File: src/rtl/fetch_unit.sv
// fetch_unit: credit-limited instruction fetch with in-order response buffer and redirect flush.
// Define FETCH_BTFN_EN for static backward-taken/forward-not-taken branch prediction.
module fetch_unit #(
  parameter logic [31:0] RESET_PC  = 32'h0000_0000,
  parameter int          BUF_DEPTH = 2
) (
  input  logic        clk,
  input  logic        reset,
  output logic        imem_req_valid,
  output logic [31:0] imem_req_addr,
  input  logic        imem_req_ready,
  input  logic        imem_rsp_valid,
  input  logic [31:0] imem_rsp_data,
  input  logic        redirect_valid,
  input  logic [31:0] redirect_pc,
  output logic        instr_valid,
  output logic [31:0] instr_data,
  output logic [31:0] instr_addr,
  output logic        instr_pred_taken,
  input  logic        instr_ready,
  output logic        misalign_err
);

  localparam int PW = (BUF_DEPTH > 1) ? $clog2(BUF_DEPTH) : 1;
  localparam int CW = PW + 1;
  localparam logic [CW-1:0] LP_DEPTH = CW'(BUF_DEPTH);
  localparam logic [PW-1:0] P1       = PW'(1);

  typedef enum logic {RUN, DRAIN} state_t;

  state_t        r_state;
  logic [31:0]   r_pc;
  logic [31:0]   r_fifo_addr [BUF_DEPTH];
  logic [PW-1:0] r_fifo_wr, r_fifo_rd;
  logic [CW-1:0] r_inflight;
  logic [31:0]   r_buf_data [BUF_DEPTH];
  logic [31:0]   r_buf_addr [BUF_DEPTH];
  logic [PW-1:0] r_buf_wr, r_buf_rd;
  logic [CW-1:0] r_buf_cnt;
  logic [CW-1:0] r_drop_cnt;
  logic          r_misalign;

  logic          w_req_fire, w_rsp_drop, w_rsp_keep, w_rsp_any, w_buf_wr, w_pop, w_pred;
  logic [31:0]   w_rsp_addr, w_pred_target;
  logic [CW-1:0] w_new_drop, w_drop_dec;

  assign imem_req_valid = !reset && (r_state == RUN) && ((r_inflight + r_buf_cnt) < LP_DEPTH);
  assign imem_req_addr  = r_pc;
  assign w_req_fire     = imem_req_valid && imem_req_ready;
  assign w_rsp_drop     = imem_rsp_valid && (r_drop_cnt != '0);
  assign w_rsp_keep     = imem_rsp_valid && (r_drop_cnt == '0) && (r_inflight != '0);
  assign w_rsp_any      = w_rsp_drop || w_rsp_keep;
  assign w_rsp_addr     = r_fifo_addr[r_fifo_rd];
  assign w_buf_wr       = w_rsp_keep && !redirect_valid;
  assign w_pop          = instr_valid && instr_ready;
  // Everything still owed by memory after this cycle becomes wrong-path on a redirect.
  assign w_new_drop     = r_drop_cnt + r_inflight + CW'(w_req_fire) - CW'(w_rsp_any);
  assign w_drop_dec     = r_drop_cnt - CW'(w_rsp_drop);

  assign instr_valid    = (r_buf_cnt != '0);
  assign instr_data     = r_buf_data[r_buf_rd];
  assign instr_addr     = r_buf_addr[r_buf_rd];
  assign misalign_err   = r_misalign;

`ifdef FETCH_BTFN_EN
  logic r_buf_pred [BUF_DEPTH];

  function automatic logic is_bwd_branch(input logic [31:0] d);
    return (d[6:0] == 7'b1100011) && d[31];
  endfunction

  function automatic logic [31:0] b_imm(input logic [31:0] d);
    return {{19{d[31]}}, d[31], d[7], d[30:25], d[11:8], 1'b0};
  endfunction

  assign w_pred           = w_buf_wr && is_bwd_branch(imem_rsp_data);
  assign w_pred_target    = w_rsp_addr + b_imm(imem_rsp_data);
  assign instr_pred_taken = r_buf_pred[r_buf_rd];

  always_ff @(posedge clk) begin
    if (w_buf_wr) r_buf_pred[r_buf_wr] <= w_pred;
  end
`else
  assign w_pred           = 1'b0;
  assign w_pred_target    = 32'h0;
  assign instr_pred_taken = 1'b0;
`endif

  always_ff @(posedge clk) begin
    if (w_req_fire) r_fifo_addr[r_fifo_wr] <= r_pc;
    if (w_buf_wr) begin
      r_buf_data[r_buf_wr] <= imem_rsp_data;
      r_buf_addr[r_buf_wr] <= w_rsp_addr;
    end
  end

  always_ff @(posedge clk) begin
    if (reset) begin
      r_state    <= RUN;
      r_pc       <= RESET_PC;
      r_fifo_wr  <= '0;
      r_fifo_rd  <= '0;
      r_inflight <= '0;
      r_buf_wr   <= '0;
      r_buf_rd   <= '0;
      r_buf_cnt  <= '0;
      r_drop_cnt <= '0;
      r_misalign <= 1'b0;
    end else begin
      r_misalign <= redirect_valid && (redirect_pc[1:0] != 2'b00);
      if (redirect_valid) begin
        r_pc       <= {redirect_pc[31:2], 2'b00};
        r_buf_wr   <= '0;
        r_buf_rd   <= '0;
        r_buf_cnt  <= '0;
        r_fifo_wr  <= '0;
        r_fifo_rd  <= '0;
        r_inflight <= '0;
        r_drop_cnt <= w_new_drop;
        r_state    <= (w_new_drop != '0) ? DRAIN : RUN;
      end else begin
        if (w_buf_wr) r_buf_wr <= r_buf_wr + P1;
        if (w_pop)    r_buf_rd <= r_buf_rd + P1;
        r_buf_cnt <= r_buf_cnt + CW'(w_buf_wr) - CW'(w_pop);
        // Older buffered words precede the predicted branch, so only in-flight fetches are wrong-path.
        if (w_pred) begin
          r_pc       <= {w_pred_target[31:2], 2'b00};
          r_fifo_wr  <= '0;
          r_fifo_rd  <= '0;
          r_inflight <= '0;
          r_drop_cnt <= w_new_drop;
          r_state    <= (w_new_drop != '0) ? DRAIN : RUN;
        end else begin
          if (w_req_fire) begin
            r_pc      <= r_pc + 32'd4;
            r_fifo_wr <= r_fifo_wr + P1;
          end
          if (w_rsp_keep) r_fifo_rd <= r_fifo_rd + P1;
          r_inflight <= r_inflight + CW'(w_req_fire) - CW'(w_rsp_keep);
          r_drop_cnt <= w_drop_dec;
          r_state    <= (w_drop_dec == '0) ? RUN : DRAIN;
        end
      end
    end
  end

endmodule

File: config.mk
export PLATFORM = sky130hd
export DESIGN_NAME = fetch_unit
export DESIGN_NICKNAME = d
export VERILOG_FILES = /design/src/rtl/fetch_unit.sv
export SDC_FILE = /design/constraint.sdc
export NUM_CORES = 1
export LEC_CHECK = 0
export CORE_MARGIN = 3
export CORE_UTILIZATION = 56
export DETAILED_ROUTE_END_ITERATION = 10
export PLACE_DENSITY = 0.85
export SLEW_MARGIN = 20
export SYNTH_ARGS = -nofsm -noshare
export SYNTH_HDL_FRONTEND = slang
export SYNTH_SLANG_ARGS = --single-unit
export TNS_END_PERCENT = 10
File: constraint.sdc
create_clock -name clk -period 9.2 [get_ports clk]
set_input_delay 2.76 -clock clk [delete_from_list [all_inputs] [get_ports clk]]
set_output_delay 2.76 -clock clk [all_outputs]
set_load 0.03 [all_outputs]
# Yosys cells after proc, flatten, opt, wreduce, memory -nomap -nowiden
# Memories as Yosys holds them, arrays and structs flattened. A register that Yosys moved wholly into a read port is not among the register bits.
# Index checks and enable logic that the tools add are counted.
[totals] mem_bits_ro=0 ram_bits=192 in_bits=70 word_cells=67 regBits=44 output_inout_bits=100 latchBits=0 memories=3
[mem_list] memory="r_buf_addr" depth=2 width=32 read_ports=1 rd_ports_with_merged_regs=1 wr=1 line="37" source="logic [31:0] r_buf_addr [BUF_DEPTH];"
[mem_list] memory="r_buf_data" depth=2 width=32 read_ports=1 rd_ports_with_merged_regs=1 wr=1 line="36" source="logic [31:0] r_buf_data [BUF_DEPTH];"
[mem_list] memory="r_fifo_addr" depth=2 width=32 read_ports=1 rd_ports_with_merged_regs=1 wr=1 line="33" source="logic [31:0] r_fifo_addr [BUF_DEPTH];"
[op_classes] add_sub_neg=14 n_eq_ne=0 reduce_logical=21 order_cmp=1 div=0 n_mux=16 multipliers=0 shift=0 n_bitwise=1
[ops] op="two-way mux 32 bit" n=2
[ops] op="adder 32 x 3 -> 32 bit (second input constant)" n=1
[ops] op="two-way mux 1 bit" n=13
[ops] op="nonzero test 2 bit" n=6
[ops] op="logical AND 1 bit" n=9
[ops] op="subtractor 2 x 1 -> 2 bit" n=4
[ops] op="adder 2 x 1 -> 2 bit" n=3
[ops] op="adder 1 bit (second input constant)" n=4
[ops] op="adder 2 bit" n=2
[ops] op="zero test 2 bit" n=2
[ops] op="zero test 1 bit" n=2
[ops] op="less-than comparator 2 bit (second input constant)" n=1
[ops] op="two-way mux 2 bit" n=1
[ops] op="OR reduction 2 bit" n=1
[ops] op="logical OR 1 bit" n=1
[ops] op="inverter 1 bit" n=1

# Depth between registers and ports, before layout
# Gate-level depths: netlist (run 1).
[depth] ltp_word=9 ltp_mapped=10 mapped_depth_nobuf=10

# Worst setup path before layout (run 1)
# Ideal clock, no wire load.
[synth_timing] path_type="input to register" from="input port redirect_valid" to="memory r_buf_addr[0][10] (enable)" cell_stages=5 arrival_time_ps=6069 setup_time_ps=482 n_path_buf=2 path_slack_ps=2648 required_ps=8718 path_cell_list="clkbuf_1 inv_2 clkbuf_1 nand2_1 nor2_1"
[synth_between] elab_chain_len=4
[synth_rtl] element="start, declared" line="14" source="input logic redirect_valid,"
[synth_rtl] element="zero test 1 bit" line="54" source="assign w_buf_wr = w_rsp_keep && !redirect_valid;"
[synth_rtl] element="logical AND 1 bit" line="54"
[synth_rtl] element="two-way mux 1 bit" line="91" source="if (w_buf_wr) begin"
[synth_rtl] element="two-way mux 1 bit (implied by the code)" line="93" source="r_buf_addr[r_buf_wr] <= w_rsp_addr;"
[synth_rtl] element="end, declared" line="37"
# Every way passes these cells.

# Final worst setup path (run 1)
[layout_timing] from="input port reset" to="output port imem_req_valid"
[layout_between] elab_chain_len=3
[layout_rtl] element="start, declared" line="8" source="input logic reset,"
[layout_rtl] element="zero test 1 bit" line="47" source="assign imem_req_valid = !reset && (r_state == RUN) && ((r_inflight + r_buf_cnt) < LP_DEPTH);"
[layout_rtl] element="logical AND 1 bit (2 in a row)" line="47"
[layout_rtl] element="end, declared" line="9" source="output logic imem_req_valid,"
# Every way passes these cells.

==> results of run 1 <==
[cell usage after synthesis, types with 8 or more instances]
library cell | n | area (um2)
edfxtp_1 | 184 | 5525
o21ai_0 | 10 | 50.05
dfxtp_1 | 44 | 880.8
nor2_1 | 36 | 135.1
inv_1 | 11 | 41.29
and2_1 | 11 | 68.82
xnor2_1 | 13 | 113.9
a311oi_1 | 8 | 70.07
clkbuf_1 | 22 | 82.58
xor2_1 | 16 | 140.1
a211oi_1 | 13 | 97.59
nand2_1 | 17 | 63.81
nand4_1 | 18 | 112.6
nand3_1 | 8 | 40.04
mux2_2 | 92 | 1036
and3_1 | 9 | 56.30
[power by group]
| group | leakage [nW] | switching, mW | internal, mW |
|---|---|---|---|
| clock network | 0.337 | 0.349 | 0.492 |
| logic | 1.56 | 0.128 | 0.106 |
| registers | 2.04 | 0.0319 | 1.16 |
| total | 3.93 | 0.509 | 1.76 |
[state kept, by name (all words and copies together) (netlist names), named ones only]
signal         count
r_buf_wr           1
r_fifo_addr       60
r_buf_rd           1
misalign_err       1
r_buf_cnt          2
r_buf_data        64
r_state            1
imem_req_addr     30
r_drop_cnt         2
r_fifo_rd          1
r_buf_addr        60
r_fifo_wr          1
r_inflight         2
[final timing paths]
check        slack (ns)  cells past startpoint     startpoint        endpoint
max                1.60                      5          reset  imem_req_valid
min reg2reg        0.53                      2       r_buf_rd        r_buf_rd
min                0.53                      2       r_buf_rd        r_buf_rd
max reg2reg        6.13                     10  r_inflight[1]         r_state
[final cells by class]
type	instances	area [um2]	share of cell area, %
Clock buffer	35	660.6	5.670
Clock inverter	5	27.53	0.2363
Inverter	13	48.80	0.4188
Multi-Input combinational cell	320	2549	21.87
Sequential cell	228	6407	54.99
Tap cell	211	264.0	2.266
Timing Repair Buffer	171	1694	14.54
[stage by stage]
| step | utilization, % | power, mW | setup WS (ns) | instance area [um2] | hold WS [ns] |
|---|---|---|---|---|---|
| after detailed placement | 70.55 | 1.446 | 1.615 | 10960 | 0.5181 |
| after global placement | 70.55 | 1.433 | 1.641 | 10960 | 0.4990 |
| after floorplan | - | 1.347 | 2.648 | 9123 | 0.4811 |
| after global routing | 74.98 | 2.352 | 1.523 | 11650 | 0.5567 |
| after CTS | 74.98 | 2.286 | 1.612 | 11650 | 0.5347 |
| final | 74.98 | 2.269 | 1.601 | 11650 | 0.5310 |
[critical path, stage by stage]
cell and delay [ns]:
clkdlybuf4s50_1 0.45, buf_4 0.33, and4bb_2 0.27, mux2_4 0.37, clkdlybuf4s50_1 0.63
[metal layers]
metal / GRT usage (%) / wire, um / vias to the layer above
li1: - / - / 2567
met1: 28.08 / 7953 / 2684
met2: 34.88 / 9084 / 209
met3: 4.003 / 1238 / 25
met4: 5.543 / 308 / 0
met5: 0 / 0 / -
[layout by cell type, fill, tap and decap left out, types with 10 or more instances in the layout]
master,Yosys,routed
a211oi_1,13,13
and2_1,11,11
clkbuf_16,0,23
clkdlybuf4s50_1,0,164
dfxtp_1,44,43
edfxtp_1,184,184
inv_1,11,11
mux2_2,92,92
nand2_1,17,17
nand4_1,18,18
nor2_1,36,34
o21ai_0,10,10
xnor2_1,13,13
xor2_1,16,16
[cell families after synthesis]
kind of cell	count (synthesis)	synth area share, %
compound gates	53	4.039
buf+inv	42	1.965
simple gates	129	7.776
mux	96	11.87
fa+ha+maj	8	1.181
xor+xnor	29	2.789
other cells	1	0.04117
flops	228	70.34
==> metrics.md, run 1 <==
| Metric | Value |
|---|---|
| Status | `finished clean` |
| Post-route ant nets | `0` |
| Num CTS Buffers | `22` |
| Setup_tns | `0 ns` |
| Synth Warn # | `0` |
| Crit path max fanout | `33` |
| Final min period | `approximately 7.6 ns` |
| Worst path arrival time | `4.84 ns` |
| Hold-fix buffers, CTS | `0` |
| Mapped cell area | `slightly above 9000 um2` |
| Top FF cell, synth | `edfxtp_1` |
| Worst EP required | `6.44 ns` |
| Clock root buffer | `clkbuf_16` |
| Worst Setup End Kind | `primary output` |
| Detailed Routing Iterations Pass 1 | `5` |
| Final Net Count | `834` |
| EDFF count, synth | `approximately 180` |
| Post-synthesis average cell area | `15.54 um2` |
| Synthesized instance count | `roughly 600` |
| Synth async-reset ratio | `0%` |
| Final std cells w/o fill | `983` |
| Peak supply drop | `approximately 0.00015 V` |
| Final setup viols | `0` |
| Placed insts | `about 940` |
| GRT Util Overall | `about a fifth` |
| Pleak | `3.933 nW` |
| Initial Util | `slightly below 60%` |
| Die footprint | `17830 um2` |
| H-tree depth | `1` |
| Period utilisation layout | `slightly above 80%` |
| Crit path launch type | `primary input` |
| CORE AREA | `between 15000 and 20000 um2` |
| GRT overflow | `0` |
| Hold WC Path Type | `reg -> reg` |
| Max_slew headroom | `between 40% and 50%` |
| Register bit total from synthesis | `228` |
| Worst Skew | `about 0.015 ns` |
| Ports | `170` |
| Vias in the first global route | `5556` |
| Longest Clk Path Bufs | `3` |
| First-pass GRT wire length | `just under 30000 um` |
| Post-CTS sizing | `0` |
| Die W | `about 130 um` |
| Via Count | `between 5k and 6k` |
| Initial antenna violation count | `0` |
| Post-DP HPWL | `about 12000 um` |
| CTS tree | `done` |
| Slew Limit Fails | `0` |
| Largest net degree at the start of global routing | `between 60 and 70` |
| Worst Tran Pin Value | `about 0.87 ns` |
| Post-synthesis sequential area ratio | `about 70%` |
| First-iteration detailed-routing DRC count | `396` |
| Fillcell total | `963` |
| Fmax achieved | `~0.13 GHz` |
| Library cells used by synthesis | `47` |
| # diodes | `0` |
| CTS clk-pin slew, worst paths | `0.06 ns` |
| # Max-Cap Violations | `0` |
| Sink Count | `~230` |
| Number of hold violations in the final report | `0` |
| DRT Wirelength | `about 19000 um` |
| Port Buffers | `164` |
| Area Growth Syn to Fin | `27.93%` |
| Post-route DRC | `0` |
| Kind of critical path | `in -> out` |
| Ratio of cells with drive above 1 in the final layout | `a little under a fifth` |
| RSZ-0062 raised after global routing | `false` |
| Clk_lat worst skew | `0.50 ns` |
| Vias per cell | `~5.6` |
| Routed len/inst | `18.91 um` |
| FP Rows | `45` |
| Die Ht | `133.5 um` |
| Post-CTS Setup Inserts | `0` |
| Routability Congestion | `0.8426` |
| Pwr Density | `approximately 190 nW/um2` |
(Power assumes the default switching activity.)
==> run 2, diff against run 1 <==
- CORE_UTILIZATION: 56 -> 52
- PLACE_DENSITY: 0.85 -> 0.8
- clock period: 9.2 -> 7.4 ns (I/O delays scaled with it)
==> run 2 against run 1 <==
  * Count of clock-buffer cells in the layout down 6
  * Via count up 2.3%
  * Non-clock buffer count up 1
  * Global-route usage down 0.78 points
  * Final cell count up 1.1%
  * Sequential power up 25%
  * Sequential share of layout area about the same
  * Combinational power up 26%
  * Clock skew down 0.0075 ns
  * Core utilization down 5.9 points
  * Critical path depth unchanged
  * Largest cell class unchanged
==> metrics.md, run 2 (same netlist as run 1, synthesis figures left out) <==
| Metric | Value |
|---|---|
| Final std cells w/o fill | `about 990` |
| Largest registers | `r_buf_data x64, r_buf_addr x60, r_fifo_addr x60` |
| Post-route DRC | `0` |
| Pwr Density | `around 240 nW/um2` |
| First-iteration detailed-routing DRC count | `500` |
| Ratio of cells with drive above 1 in the final layout | `18.48%` |
| Placed insts | `around 950` |
| Vias per cell | `approximately 5.6` |
| Post-DP HPWL | `12740 um` |
| Setup_tns | `0 ns` |
| Cell area after layout | `about 12000 um2` |
| Die W | `between 100 and 150 um` |
| Area Growth Syn to Fin | `28.04%` |
| Via Count | `between 5k and 6k` |
| DRT Wirelength | `19430 um` |
| Crit path launch type | `primary input` |
| Longest Clk Path Bufs | `3` |
| # diodes | `0` |
| Sequential Power Share | `52.5%` |
| Switch share | `22.89%` |
| Die Ht | `about 140 um` |
| Post-route ant nets | `0` |
| Worst EP required | `5.18 ns` |
| Fmax achieved | `0.1557 GHz` |
| Period utilisation layout | `around 87%` |
| Worst Skew | `0.007530 ns` |
| CORE AREA | `between 15000 and 20000 um2` |
| FP Rows | `47` |
| Routability Congestion | `0.8868` |
| Clk_lat worst skew | `approximately 0.5 ns` |
| Vias in the first global route | `5845` |
| Peak supply drop | `0.0001613 V` |
| GRT overflow | `0` |
| Worst Tran Pin Value | `slightly above 0.9 ns` |
| Hold WC Path Type | `reg -> reg` |
| Kind of critical path | `in -> out` |
| Area post-placement | `10980 um2` |
| Clock root buffer | `clkbuf_16` |
| Final min period | `6.421 ns` |
| Most frequent cells in the layout | `184 x edfxtp_1, 164 x clkdlybuf4s50_1, 92 x mux2_2` |
| Commonest non-fill, non-tap cell in the layout | `edfxtp_1` |
| Num CTS Buffers | `23` |
| Status | `finished clean` |
| Routed len/inst | `19.54 um` |
| Worst path arrival time | `roughly 4.2 ns` |
| Ports | `between 150 and 200` |
| Final Net Count | `836` |
| Hold_ws | `0.5231 ns` |
| CTS tree | `done` |
| FF-to-FF path depth | `10` |
| Crit path max fanout | `19` |
| Initial Util | `between 50% and 60%` |
| Number of hold violations in the final report | `0` |
| Clock power frac | `37.1%` |
| Biggest register | `r_buf_data` |
| Port Buffers | `164` |
| Post-CTS sizing | `0` |
| Max_slew headroom | `39.55%` |
| Die footprint | `~19000 um2` |
| Worst Setup End Kind | `primary output` |
| RSZ-0062 raised after global routing | `false` |
| Final setup viols | `0` |
| Pleak | `about 3.9 nW` |
| First-pass GRT wire length | `30900 um` |
| Detailed Routing Iterations Pass 1 | `5` |
| H-tree depth | `1` |
| Largest net degree at the start of global routing | `58` |
| Largest register FFs | `64` |
| Hold depth | `2` |
| # Max-Cap Violations | `0` |
| GRT Util Overall | `between 10% and 20%` |
| Initial antenna violation count | `0` |
| Slew Limit Fails | `0` |
| Sw Pwr | `roughly 0.65 mW` |
| Post-CTS Setup Inserts | `0` |
| Logic gate share of total power | `10.4%` |
| Hold-fix buffers, CTS | `0` |
| CTS clk-pin slew, worst paths | `about 0.06 ns` |
| Int Power | `2.183 mW` |
| Sink Count | `approximately 230` |
[run 2: cell count changes in the layout (fill, tap and decap cells not counted)]
cell and delta:
inv_6 +1, clkinv_2 -4, clkbuf_8 -4, bufinv_16 +1, clkinvlp_4 -1, buf_4 +1
clkbuf_1 -2, clkinv_1 +9, clkinv_4 +1
[run 2: area by class of cell]
class	instances	area, um2
flip-flops and latches	228	6407
multi-input cells	320	2549
well taps	220	275.3
clock inverters	12	81.33
inverters	13	48.80
fillers	1127	5216
repair buffers	172	1702
clock buffers	29	598.1
[run 2: worst paths after layout]
kind,from,to,slack (ns)
setup / recovery,reset,imem_req_valid,0.98
hold / removal,r_fifo_rd,r_fifo_rd,0.52
setup reg to reg,r_inflight[1],r_state,4.34
hold reg to reg,r_fifo_rd,r_fifo_rd,0.52
[run 2: critical path, cell delays in order]
cell and delay [ns]:
clkdlybuf4s50_1 0.48, buf_4 0.24, and4bb_2 0.25, mux2_4 0.37, clkdlybuf4s50_1 0.63
[run 2: routing by layer]
metal	global-route usage [%]	vias up	routed length (um)
li1	-	2570	-
met1	25.87	2719	7967
met2	33.97	272	9487
met3	3.419	48	1395
met4	7.696	0	575
met5	0	-	0
[run 2: power by group through the flow]
stage | registers, mW | clock network [mW] | logic [mW]
after floorplan | 1.52 | 0 | 0.153
after global placement | 1.51 | 0 | 0.277
after detailed placement | 1.51 | 0 | 0.292
after CTS | 1.48 | 1.08 | 0.296
after global routing | 1.49 | 1.12 | 0.318
final | 1.49 | 1.05 | 0.295
[run 2: per-stage QoR]
step                      setup WS [ns]  total power, mW  util, %
after global routing             0.9238            2.932    69.09
after global placement            1.001            1.783    65.07
final                            0.9791            2.831    69.09
after floorplan                   1.388            1.674        -
after CTS                        0.9833            2.855    69.09
after detailed placement         0.9866            1.804    65.07
